===== src/rtl/idex_hazard_stage_if.sv =====
// Signal bundle between the ID stage, the ID/EX hazard stage and its consumers.
// The stage itself uses the slave modport; the ID-side driver uses master.
interface idex_hazard_stage_if;
  logic        ID_valid;
  logic [31:0] ID_pc;
  logic [31:0] ID_imm;
  logic [31:0] ID_rs1_data;
  logic [31:0] ID_rs2_data;
  logic [4:0]  ID_rs1;
  logic [4:0]  ID_rs2;
  logic [4:0]  ID_rd;
  logic        ID_uses_rs1;
  logic        ID_uses_rs2;
  logic        ID_rd_wren;
  logic        ID_mem_rden;
  logic        ID_mem_wren;
  logic [3:0]  ID_alu_op;
  logic [1:0]  ID_wb_sel;
  logic        EX_flush;
  logic        ext_stall;

  logic        IDEX_valid;
  logic [31:0] IDEX_pc;
  logic [31:0] IDEX_imm;
  logic [31:0] IDEX_rs1_data;
  logic [31:0] IDEX_rs2_data;
  logic [4:0]  IDEX_rs1;
  logic [4:0]  IDEX_rs2;
  logic [4:0]  IDEX_rd;
  logic        IDEX_rd_wren;
  logic        IDEX_mem_rden;
  logic        IDEX_mem_wren;
  logic [3:0]  IDEX_alu_op;
  logic [1:0]  IDEX_wb_sel;
  logic        ifid_hold;
  logic        ifid_flush;
  logic [15:0] bubble_cnt;

  modport master (
    output ID_valid, ID_pc, ID_imm, ID_rs1_data, ID_rs2_data, ID_rs1, ID_rs2, ID_rd,
           ID_uses_rs1, ID_uses_rs2, ID_rd_wren, ID_mem_rden, ID_mem_wren,
           ID_alu_op, ID_wb_sel, EX_flush, ext_stall,
    input  IDEX_valid, IDEX_pc, IDEX_imm, IDEX_rs1_data, IDEX_rs2_data, IDEX_rs1,
           IDEX_rs2, IDEX_rd, IDEX_rd_wren, IDEX_mem_rden, IDEX_mem_wren,
           IDEX_alu_op, IDEX_wb_sel, ifid_hold, ifid_flush, bubble_cnt
  );

  modport slave (
    input  ID_valid, ID_pc, ID_imm, ID_rs1_data, ID_rs2_data, ID_rs1, ID_rs2, ID_rd,
           ID_uses_rs1, ID_uses_rs2, ID_rd_wren, ID_mem_rden, ID_mem_wren,
           ID_alu_op, ID_wb_sel, EX_flush, ext_stall,
    output IDEX_valid, IDEX_pc, IDEX_imm, IDEX_rs1_data, IDEX_rs2_data, IDEX_rs1,
           IDEX_rs2, IDEX_rd, IDEX_rd_wren, IDEX_mem_rden, IDEX_mem_wren,
           IDEX_alu_op, IDEX_wb_sel, ifid_hold, ifid_flush, bubble_cnt
  );
endinterface


===== src/rtl/idex_hazard_stage.sv =====
// ID/EX pipeline register with load-use hazard detection, bubble insertion on
// hazards and EX branch flushes, and the IF/ID hold/flush controls.
module idex_hazard_stage (
  input  logic               clk,
  input  logic               rst,
  idex_hazard_stage_if.slave bus
);

  typedef struct packed {
    logic        valid;
    logic [31:0] pc;
    logic [31:0] imm;
    logic [31:0] rs1_data;
    logic [31:0] rs2_data;
    logic [4:0]  rs1;
    logic [4:0]  rs2;
    logic [4:0]  rd;
    logic        rd_wren;
    logic        mem_rden;
    logic        mem_wren;
    logic [3:0]  alu_op;
    logic [1:0]  wb_sel;
  } idex_t;

  idex_t       idex_q, idex_d;
  logic [15:0] bubble_cnt_q, bubble_cnt_d;
  logic        lu;
  logic        rs1_hit, rs2_hit;

  // A load in EX whose destination is read by the instruction now in ID.
  assign rs1_hit = bus.ID_uses_rs1 & (bus.ID_rs1 == idex_q.rd);
  assign rs2_hit = bus.ID_uses_rs2 & (bus.ID_rs2 == idex_q.rd);
  assign lu      = idex_q.valid & idex_q.mem_rden & (idex_q.rd != 5'd0) &
                   bus.ID_valid & (rs1_hit | rs2_hit);

  always_comb begin
    idex_d       = idex_q;
    bubble_cnt_d = bubble_cnt_q;
    if (bus.ext_stall) begin
      idex_d       = idex_q;
    end else if (bus.EX_flush) begin
      idex_d       = '0;
    end else if (lu) begin
      idex_d       = '0;
      bubble_cnt_d = (bubble_cnt_q == 16'hFFFF) ? bubble_cnt_q : bubble_cnt_q + 16'd1;
    end else begin
      idex_d.valid    = bus.ID_valid;
      idex_d.pc       = bus.ID_pc;
      idex_d.imm      = bus.ID_imm;
      idex_d.rs1_data = bus.ID_rs1_data;
      idex_d.rs2_data = bus.ID_rs2_data;
      idex_d.rs1      = bus.ID_rs1;
      idex_d.rs2      = bus.ID_rs2;
      idex_d.rd       = bus.ID_rd;
      // x0 writes are dropped here so forwarding never needs an x0 check.
      idex_d.rd_wren  = bus.ID_rd_wren & bus.ID_valid & (bus.ID_rd != 5'd0);
      idex_d.mem_rden = bus.ID_mem_rden & bus.ID_valid;
      idex_d.mem_wren = bus.ID_mem_wren & bus.ID_valid;
      idex_d.alu_op   = bus.ID_alu_op;
      idex_d.wb_sel   = bus.ID_wb_sel;
    end
  end

  always_ff @(posedge clk) begin
    if (rst) begin
      idex_q       <= '0;
      bubble_cnt_q <= 16'd0;
    end else begin
      idex_q       <= idex_d;
      bubble_cnt_q <= bubble_cnt_d;
    end
  end

  // Reset forces IF/ID to a bubble; otherwise a flush overrides a load-use hold.
  assign bus.ifid_hold  = ~rst & (bus.ext_stall | (lu & ~bus.EX_flush));
  assign bus.ifid_flush = rst | (bus.EX_flush & ~bus.ext_stall);

  assign bus.IDEX_valid    = idex_q.valid;
  assign bus.IDEX_pc       = idex_q.pc;
  assign bus.IDEX_imm      = idex_q.imm;
  assign bus.IDEX_rs1_data = idex_q.rs1_data;
  assign bus.IDEX_rs2_data = idex_q.rs2_data;
  assign bus.IDEX_rs1      = idex_q.rs1;
  assign bus.IDEX_rs2      = idex_q.rs2;
  assign bus.IDEX_rd       = idex_q.rd;
  assign bus.IDEX_rd_wren  = idex_q.rd_wren;
  assign bus.IDEX_mem_rden = idex_q.mem_rden;
  assign bus.IDEX_mem_wren = idex_q.mem_wren;
  assign bus.IDEX_alu_op   = idex_q.alu_op;
  assign bus.IDEX_wb_sel   = idex_q.wb_sel;
  assign bus.bubble_cnt    = bubble_cnt_q;

endmodule


===== src/flat_wrapper.sv =====
// flat-port wrapper written by rule: the top's interface ports become plain ports
module idex_hazard_stage_flat 
  (clk, rst, bus_ID_valid, bus_ID_pc, bus_ID_imm, bus_ID_rs1_data, bus_ID_rs2_data, bus_ID_rs1, bus_ID_rs2, bus_ID_rd, bus_ID_uses_rs1, bus_ID_uses_rs2, bus_ID_rd_wren, bus_ID_mem_rden, bus_ID_mem_wren, bus_ID_alu_op, bus_ID_wb_sel, bus_EX_flush, bus_ext_stall, bus_IDEX_valid, bus_IDEX_pc, bus_IDEX_imm, bus_IDEX_rs1_data, bus_IDEX_rs2_data, bus_IDEX_rs1, bus_IDEX_rs2, bus_IDEX_rd, bus_IDEX_rd_wren, bus_IDEX_mem_rden, bus_IDEX_mem_wren, bus_IDEX_alu_op, bus_IDEX_wb_sel, bus_ifid_hold, bus_ifid_flush, bus_bubble_cnt);
  idex_hazard_stage_if bus_i ();
  input  logic clk;
  input  logic rst;
  input wire logic [$bits(bus_i.ID_valid)-1:0] bus_ID_valid;
  input wire logic [$bits(bus_i.ID_pc)-1:0] bus_ID_pc;
  input wire logic [$bits(bus_i.ID_imm)-1:0] bus_ID_imm;
  input wire logic [$bits(bus_i.ID_rs1_data)-1:0] bus_ID_rs1_data;
  input wire logic [$bits(bus_i.ID_rs2_data)-1:0] bus_ID_rs2_data;
  input wire logic [$bits(bus_i.ID_rs1)-1:0] bus_ID_rs1;
  input wire logic [$bits(bus_i.ID_rs2)-1:0] bus_ID_rs2;
  input wire logic [$bits(bus_i.ID_rd)-1:0] bus_ID_rd;
  input wire logic [$bits(bus_i.ID_uses_rs1)-1:0] bus_ID_uses_rs1;
  input wire logic [$bits(bus_i.ID_uses_rs2)-1:0] bus_ID_uses_rs2;
  input wire logic [$bits(bus_i.ID_rd_wren)-1:0] bus_ID_rd_wren;
  input wire logic [$bits(bus_i.ID_mem_rden)-1:0] bus_ID_mem_rden;
  input wire logic [$bits(bus_i.ID_mem_wren)-1:0] bus_ID_mem_wren;
  input wire logic [$bits(bus_i.ID_alu_op)-1:0] bus_ID_alu_op;
  input wire logic [$bits(bus_i.ID_wb_sel)-1:0] bus_ID_wb_sel;
  input wire logic [$bits(bus_i.EX_flush)-1:0] bus_EX_flush;
  input wire logic [$bits(bus_i.ext_stall)-1:0] bus_ext_stall;
  output wire logic [$bits(bus_i.IDEX_valid)-1:0] bus_IDEX_valid;
  output wire logic [$bits(bus_i.IDEX_pc)-1:0] bus_IDEX_pc;
  output wire logic [$bits(bus_i.IDEX_imm)-1:0] bus_IDEX_imm;
  output wire logic [$bits(bus_i.IDEX_rs1_data)-1:0] bus_IDEX_rs1_data;
  output wire logic [$bits(bus_i.IDEX_rs2_data)-1:0] bus_IDEX_rs2_data;
  output wire logic [$bits(bus_i.IDEX_rs1)-1:0] bus_IDEX_rs1;
  output wire logic [$bits(bus_i.IDEX_rs2)-1:0] bus_IDEX_rs2;
  output wire logic [$bits(bus_i.IDEX_rd)-1:0] bus_IDEX_rd;
  output wire logic [$bits(bus_i.IDEX_rd_wren)-1:0] bus_IDEX_rd_wren;
  output wire logic [$bits(bus_i.IDEX_mem_rden)-1:0] bus_IDEX_mem_rden;
  output wire logic [$bits(bus_i.IDEX_mem_wren)-1:0] bus_IDEX_mem_wren;
  output wire logic [$bits(bus_i.IDEX_alu_op)-1:0] bus_IDEX_alu_op;
  output wire logic [$bits(bus_i.IDEX_wb_sel)-1:0] bus_IDEX_wb_sel;
  output wire logic [$bits(bus_i.ifid_hold)-1:0] bus_ifid_hold;
  output wire logic [$bits(bus_i.ifid_flush)-1:0] bus_ifid_flush;
  output wire logic [$bits(bus_i.bubble_cnt)-1:0] bus_bubble_cnt;
  assign bus_i.ID_valid = bus_ID_valid;
  assign bus_i.ID_pc = bus_ID_pc;
  assign bus_i.ID_imm = bus_ID_imm;
  assign bus_i.ID_rs1_data = bus_ID_rs1_data;
  assign bus_i.ID_rs2_data = bus_ID_rs2_data;
  assign bus_i.ID_rs1 = bus_ID_rs1;
  assign bus_i.ID_rs2 = bus_ID_rs2;
  assign bus_i.ID_rd = bus_ID_rd;
  assign bus_i.ID_uses_rs1 = bus_ID_uses_rs1;
  assign bus_i.ID_uses_rs2 = bus_ID_uses_rs2;
  assign bus_i.ID_rd_wren = bus_ID_rd_wren;
  assign bus_i.ID_mem_rden = bus_ID_mem_rden;
  assign bus_i.ID_mem_wren = bus_ID_mem_wren;
  assign bus_i.ID_alu_op = bus_ID_alu_op;
  assign bus_i.ID_wb_sel = bus_ID_wb_sel;
  assign bus_i.EX_flush = bus_EX_flush;
  assign bus_i.ext_stall = bus_ext_stall;
  assign bus_IDEX_valid = bus_i.IDEX_valid;
  assign bus_IDEX_pc = bus_i.IDEX_pc;
  assign bus_IDEX_imm = bus_i.IDEX_imm;
  assign bus_IDEX_rs1_data = bus_i.IDEX_rs1_data;
  assign bus_IDEX_rs2_data = bus_i.IDEX_rs2_data;
  assign bus_IDEX_rs1 = bus_i.IDEX_rs1;
  assign bus_IDEX_rs2 = bus_i.IDEX_rs2;
  assign bus_IDEX_rd = bus_i.IDEX_rd;
  assign bus_IDEX_rd_wren = bus_i.IDEX_rd_wren;
  assign bus_IDEX_mem_rden = bus_i.IDEX_mem_rden;
  assign bus_IDEX_mem_wren = bus_i.IDEX_mem_wren;
  assign bus_IDEX_alu_op = bus_i.IDEX_alu_op;
  assign bus_IDEX_wb_sel = bus_i.IDEX_wb_sel;
  assign bus_ifid_hold = bus_i.ifid_hold;
  assign bus_ifid_flush = bus_i.ifid_flush;
  assign bus_bubble_cnt = bus_i.bubble_cnt;
  idex_hazard_stage u_core (.clk(clk), .rst(rst), .bus(bus_i));
endmodule

===== config.mk =====
export PLATFORM = sky130hd
export DESIGN_NAME = idex_hazard_stage_flat
export DESIGN_NICKNAME = d
export VERILOG_FILES = /design/src/rtl/idex_hazard_stage_if.sv /design/src/rtl/idex_hazard_stage.sv /design/src/flat_wrapper.sv
export SDC_FILE = /design/constraint.sdc
export NUM_CORES = 1
export LEC_CHECK = 0
export BUFFER_PORTS_ARGS = -buffer_cell sky130_fd_sc_hd__buf_2
export CAP_MARGIN = 10
export CORE_AREA = 2 2 128 130
export CTS_CLUSTER_DIAMETER = 80
export DETAILED_ROUTE_END_ITERATION = 10
export DIE_AREA = 0 0 130 132
export PLACE_DENSITY = 0.75
export RECOVER_POWER = 50
export SLEW_MARGIN = 25
export SYNTH_ARGS = -nofsm -noshare
export SYNTH_HDL_FRONTEND = slang
export SYNTH_SLANG_ARGS = --single-unit

===== constraint.sdc =====
create_clock -name clk -period 2 [get_ports clk]
set_input_delay 0.4 -clock clk [delete_from_list [all_inputs] [get_ports clk]]
set_output_delay 0.4 -clock clk [all_outputs]
set_load 0.1 [all_outputs]

; Yosys cells after proc, flatten, opt, wreduce, memory -nomap -nowiden
; Index checks and enable logic that the tools add are counted.
[totals]
input_bits = 159
out_inout_bits = 171
register_bits = 169
[classes]
addsub = 1
n_reduce_logical = 3
n_bitwise = 20
eq_ne = 3
n_mux = 2
[ops]
columns = cell, n
row1 = two-way mux 153 bit, 2
row2 = adder 16 x 1 -> 16 bit (second input constant), 1
row3 = == test 16 bit (second input constant), 1
row4 = bitwise AND 1 bit, 13
row5 = == test 5 bit, 2
row6 = nonzero test 5 bit, 2
row7 = NOT 1 bit, 4
row8 = AND reduction 4 bit, 1
row9 = OR 1 bit, 3

; Logic depth before layout (Yosys ltp)
[depth]
ltp_word = 7
depth_mapped = 8
ltp_nobuf = 6

; Worst setup path before layout
; Ideal clock, no wire load.
[synth_timing]
path_kind = register to output
startpoint = register u_core.idex_q, in the netlist u_core.bus.IDEX_rd[4]
endpoint = output bus_ifid_hold
path_buffers = 1
slack_ns = -2.148
arrival_ns = 3.748
path_stages_with_launch = 7
cell_sequence = dfxtp_1 -> xor2_1 -> nor4_2 -> a32oi_2 -> clkbuf_1 -> or3_1 -> a21oi_1
[synth_via]
elab_chain_len = 7
[synth_lines]
columns = element, line_no
row1 = from (decl), idex_hazard_stage.sv:25  ; idex_t idex_q, idex_d;
row2 = from (signal assigned), idex_hazard_stage.sv:69  ; idex_q <= idex_d;
row3 = == test 5 bit (tied with other cells), idex_hazard_stage.sv:31  ; assign rs1_hit = bus.ID_uses_rs1 & (bus.ID_rs1 == idex_q.rd);
row4 = "bitwise AND 1 bit, on equally long branches", "idex_hazard_stage.sv:31, idex_hazard_stage.sv:32, idex_hazard_stage.sv:33"
row5 = OR 1 bit or bitwise AND 1 bit (tied branches), "idex_hazard_stage.sv:34, idex_hazard_stage.sv:33"
row6 = bitwise AND 1 bit *, idex_hazard_stage.sv:34  ; bus.ID_valid & (rs1_hit | rs2_hit);
row7 = bitwise AND 1 bit *, idex_hazard_stage.sv:75  ; assign bus.ifid_hold = ~rst & (bus.ext_stall | (lu & ~bus.EX_flush));
row8 = OR 1 bit *, idex_hazard_stage.sv:75
row9 = bitwise AND 1 bit *, idex_hazard_stage.sv:75
row10 = to (decl), flat_wrapper.sv:37  ; output wire logic [$bits(bus_i.ifid_hold)-1:0] bus_ifid_hold;
; Mark *: on every way between the ends. The rest lies on a longest branch, timed or not.

; Worst setup path in the final report
; Ends and elaborated chain as after synthesis.

==> run summary <==
The flow ran to the end, but the final reports show violations. The final reports fail on negative setup slack. The total number of placement rows came out at between 40 and 50. The tree is rooted in a sky130_fd_sc_hd__clkbuf_16. The sequential-to-total area share from yosys stat came out at 0.5960.

The clock passes through at most 2 buffers. The final wirelength is roughly 21 mm. In this run, CTS created clock tree buffers numbering 17. The cell that appears most often on the critical path is sky130_fd_sc_hd__buf_12. In this run the worst hold path is classified as in2reg. The remaining global-route overflow came out at 0. The die is 130 um wide. The area of combinational cells with multiple inputs came out at roughly 0.0023 sq mm.

After the last flow step, the layout net total stands at 1,001. The worst ir drop on vdd came out at 0.5741 mV. The standby leakage power came out at around 4.5 nW. The total DRC errors in the routed layout came out at 0.

The number of vias per cell after detailed routing came out at ~5. Setup repair after global routing could not meet its margin everywhere. The final count of negative-setup-slack endpoints is 170. The detail route stage leaves a number of antenna-violating nets equal to 0. The number of I/O pins came out at 330.

The Yosys step of the flow raised 0 warnings. For this run, the number of standard cells in the final layout without fillers is between 1k and 1.5k. The total power consumption of the routed design came out at 0.008579 W. Entering global routing, the biggest net connects 85 pins.

The required time at the worst-slack endpoint came out at 1600 ps. The routed via count came out at roughly 5.5k. The critical path capture point type is a primary output. The initial utilization of the core area, before any placement, comes to 0.3613. The core footprint came out at roughly 0.016 sq mm. The H-tree depth reported by CTS came out at 4. The slew of the pin with the lowest slew margin came out at between 700 and 800 ps. The via count of the first global-routing pass is 5,280. Dividing the detail-routed wire length by the instance count gives around 19 um.

The worst path arrival time is around 2200 ps. The global-route usage over all layers came out at 0.2131. The first-iteration detailed-routing DRC count is around 240.

The number of filler cells placed in the layout is between 1k and 1.5k. The beginning of the critical path is u_core.bus.IDEX_rd[4]. The library cell used most frequently in the layout, excluding fill and tap cells, is sky130_fd_sc_hd__buf_2.

The number of port buffers came out at ~330. The critical path class is reg2out. STA classifies the critical path startpoint as a flop. The number of antenna violations at the first check in global routing was 1. The global-route wire length before repair is approximately 28 mm. The number of endpoints with negative hold slack in the final report came out at 0.

The final worst slack came out at -578.3 ps. The number of sinks handled by clock tree synthesis came out at 169. The maximum single-stage delay on the critical path came out at around 400 ps. The floorplan step defined a die boundary enclosing roughly 0.017 sq mm.

TritonCTS built the clock tree. The final weighted congestion in routability-driven placement came out at 0.8145. The maximum clock frequency is ~390 MHz. The worst register-to-register path begins at u_core.bus.IDEX_rd[4]. The number of pins with negative max-slew slack in the final report was 0.

In the finished design, the share of the clock period the worst path needs comes to 1.289. In this run the power density over the cells is slightly above 900 mW/mm^2. The area growth from synthesis to layout is 63.43%.

The floorplan step set the die height to 132 um. The total negative setup slack came out at -80,930 ps. The clock transition at the registers of the reported paths came out at roughly 70 ps. The library cells used most frequently in the layout, excluding fill and tap cells, are 243 x sky130_fd_sc_hd__buf_2, 151 x sky130_fd_sc_hd__a22o_1, 146 x sky130_fd_sc_hd__dfxtp_1, 85 x sky130_fd_sc_hd__clkbuf_2, 24 x sky130_fd_sc_hd__clkbuf_16. At the later pin of the worst-skew pair, clock insertion delay measures 420 ps. The net count after synthesis came out at 629.

The count of hold buffers inserted by post-cts repair came out at 0. The fraction of final layout cells with drive strength greater than 1 is 0.5580. Counting flops and latches in the post-synthesis netlist gives around 170. The minimum period implied by the final worst setup slack is around 2600 ps. The placed wire-length estimate after detailed placement came out at between 10 and 15 mm. Along the worst path, the maximum fanout reaches 4. The clock skew came out at about 11 ps.

The instance count after placement with tap cells included came out at 998. The post-synthesis average cell area is between 10 and 15 sq um. Walking the worst path, the cells encountered are buf_12 > xor2_2 > nor4_4 > a32oi_4 > or3_4 > a21oi_4 > buf_12.

The number of distinct library cells after synthesis is 34. Prior to clock tree synthesis, the placed netlist has a worst setup slack of -285.9 ps. The fraction of post-synthesis cell area in the top cell type by area came out at 0.5960. Synthesis produced a netlist whose cell count is approximately 470. The number of maximum-capacitance violations is 0.

The synthesized cell area is roughly 0.0057 sq mm. Summing all flip-flop and latch instances after layout gives approximately 0.0034 sq mm. The number of iterations in the first detailed-routing pass is 4. By area the synthesized netlist is led by sky130_fd_sc_hd__dfxtp_1 60%, sky130_fd_sc_hd__a22o_1 23%, sky130_fd_sc_hd__buf_6 1.6%. The biggest area contributor in the post-synthesis netlist is sky130_fd_sc_hd__dfxtp_1. The largest individual stage delay along the critical path comes from the cell sky130_fd_sc_hd__or3_4.

The startpoint identified for the worst hold timing path is bus_ID_imm[18]. The tightest slew margin relative to the limit is 0.5049.
## area by class of cell
| class | instances | area share |
|---|---|---|
| flip-flops and latches | 169 | 0.3713 |
| multi-input cells | 263 | 0.2522 |
| inverters | 3 | 0.001214 |
| repair buffers | 387 | 0.2805 |
| clock inverters | 13 | 0.01686 |
| well taps | 216 | 0.02913 |
| diodes | 1 | 0.0002697 |
| clock buffers | 18 | 0.04855 |
## registers in the layout, indices dropped and copies added (netlist names), 2 cells and up
register and flops:
u_core.bus.IDEX_alu_op 4, u_core.bus.IDEX_imm 32, u_core.bus.IDEX_pc 32, u_core.bus.IDEX_rd 5
u_core.bus.IDEX_rs1 5, u_core.bus.IDEX_rs1_data 32, u_core.bus.IDEX_rs2 5, u_core.bus.IDEX_rs2_data 32
u_core.bus.IDEX_wb_sel 2, u_core.bus.bubble_cnt 16
## synthesized netlist by cell type, drive strengths merged
cell type and instances:
or2 1, a31o 1, a32o 2, mux2 6, nand4 9, and4 3, nor4 8, a21oi 11
inv 3, or4 6, or3b 1, dfxtp 169, o31ai 6, nor3 1, nor2b 6, o211a 1
or3 5, ha 1, and2 1, a32oi 1, buf 17, o311a 2, nand2 6, a21o 2
nand3 4, clkbuf 20, and3 4, xnor2 2, a22o 151, xor2 8, nor2 8, o21ai 3
## worst paths after layout
kind,cells after the start,endpoint,slack [ps]
max,7,bus_ifid_hold,-580
min,2,u_core.bus.IDEX_imm[18],200
max reg2reg,13,u_core.bus.IDEX_imm[9],-560
min reg2reg,1,u_core.bus.IDEX_rs2_data[30],470
## kinds of logic (layout without fill, tap and decap cells)
| group | Yosys count | count (layout) | share of synthesized area |
|---|---|---|---|
| AOI/OAI and AO/OA | 180 | 183 | 0.2691 |
| DFF | 169 | 169 | 0.5960 |
| and+or+nand+nor | 63 | 63 | 0.06634 |
| buffers and inverters | 40 | 421 | 0.03901 |
| xor gates and xnor gates | 10 | 10 | 0.01543 |
| muxes | 6 | 6 | 0.01190 |
| adders and majority gates | 1 | 1 | 0.002204 |
| other | 0 | 1 | 0 |
## metrics by stage
stage / hold WS [ps] / area (sq um) / util
2_1_floorplan: 531.8 / 5833 / -
3_3_place_gp: 443.0 / 7729 / 0.4919
3_5_place_dp: 449.0 / 7729 / 0.4919
4_1_cts: 172.8 / 8970 / 0.5709
5_1_grt: 183.9 / 9278 / 0.5905
6_report: 200.1 / 9278 / 0.5905
## per-layer routing
| layer | routed length, um | track usage |
|---|---|---|
| met1 | 8153 | 0.2457 |
| met2 | 10310 | 0.3717 |
| met3 | 1702 | 0.06331 |
| met4 | 522 | 0.07467 |
| met5 | 0 | 0 |
## worst max-delay path: cells and delay by family, from the launching register on
family / cells / cell delay, ps
and+or+nand+nor: 2 / 590
DFF: 1 / 360
buffers and inverters: 2 / 320
AOI/OAI and AO/OA: 2 / 310
xor gates and xnor gates: 1 / 180
## power breakdown
part / leakage [nW] / internal, W / total, W / switching (W)
clock network: 0.299 / 0.00195 / 0.00339 / 0.00143
logic: 2.78 / 0.000430 / 0.00165 / 0.00122
registers: 1.39 / 0.00347 / 0.00354 / 0.0000694
total: 4.47 / 0.00585 / 0.00858 / 0.00272
## repair_timing
| item | in CTS | in global routing |
|---|---|---|
| resized for setup | 43 | 17 |
| cloned | 11 | 13 |
| setup endpoints to repair | 160 | 170 |
| hold endpoints to repair | 0 | 0 |
| pin swaps | 68 | 21 |
| setup buffers | 15 | 2 |
Power figures use the tool's default switching activity.
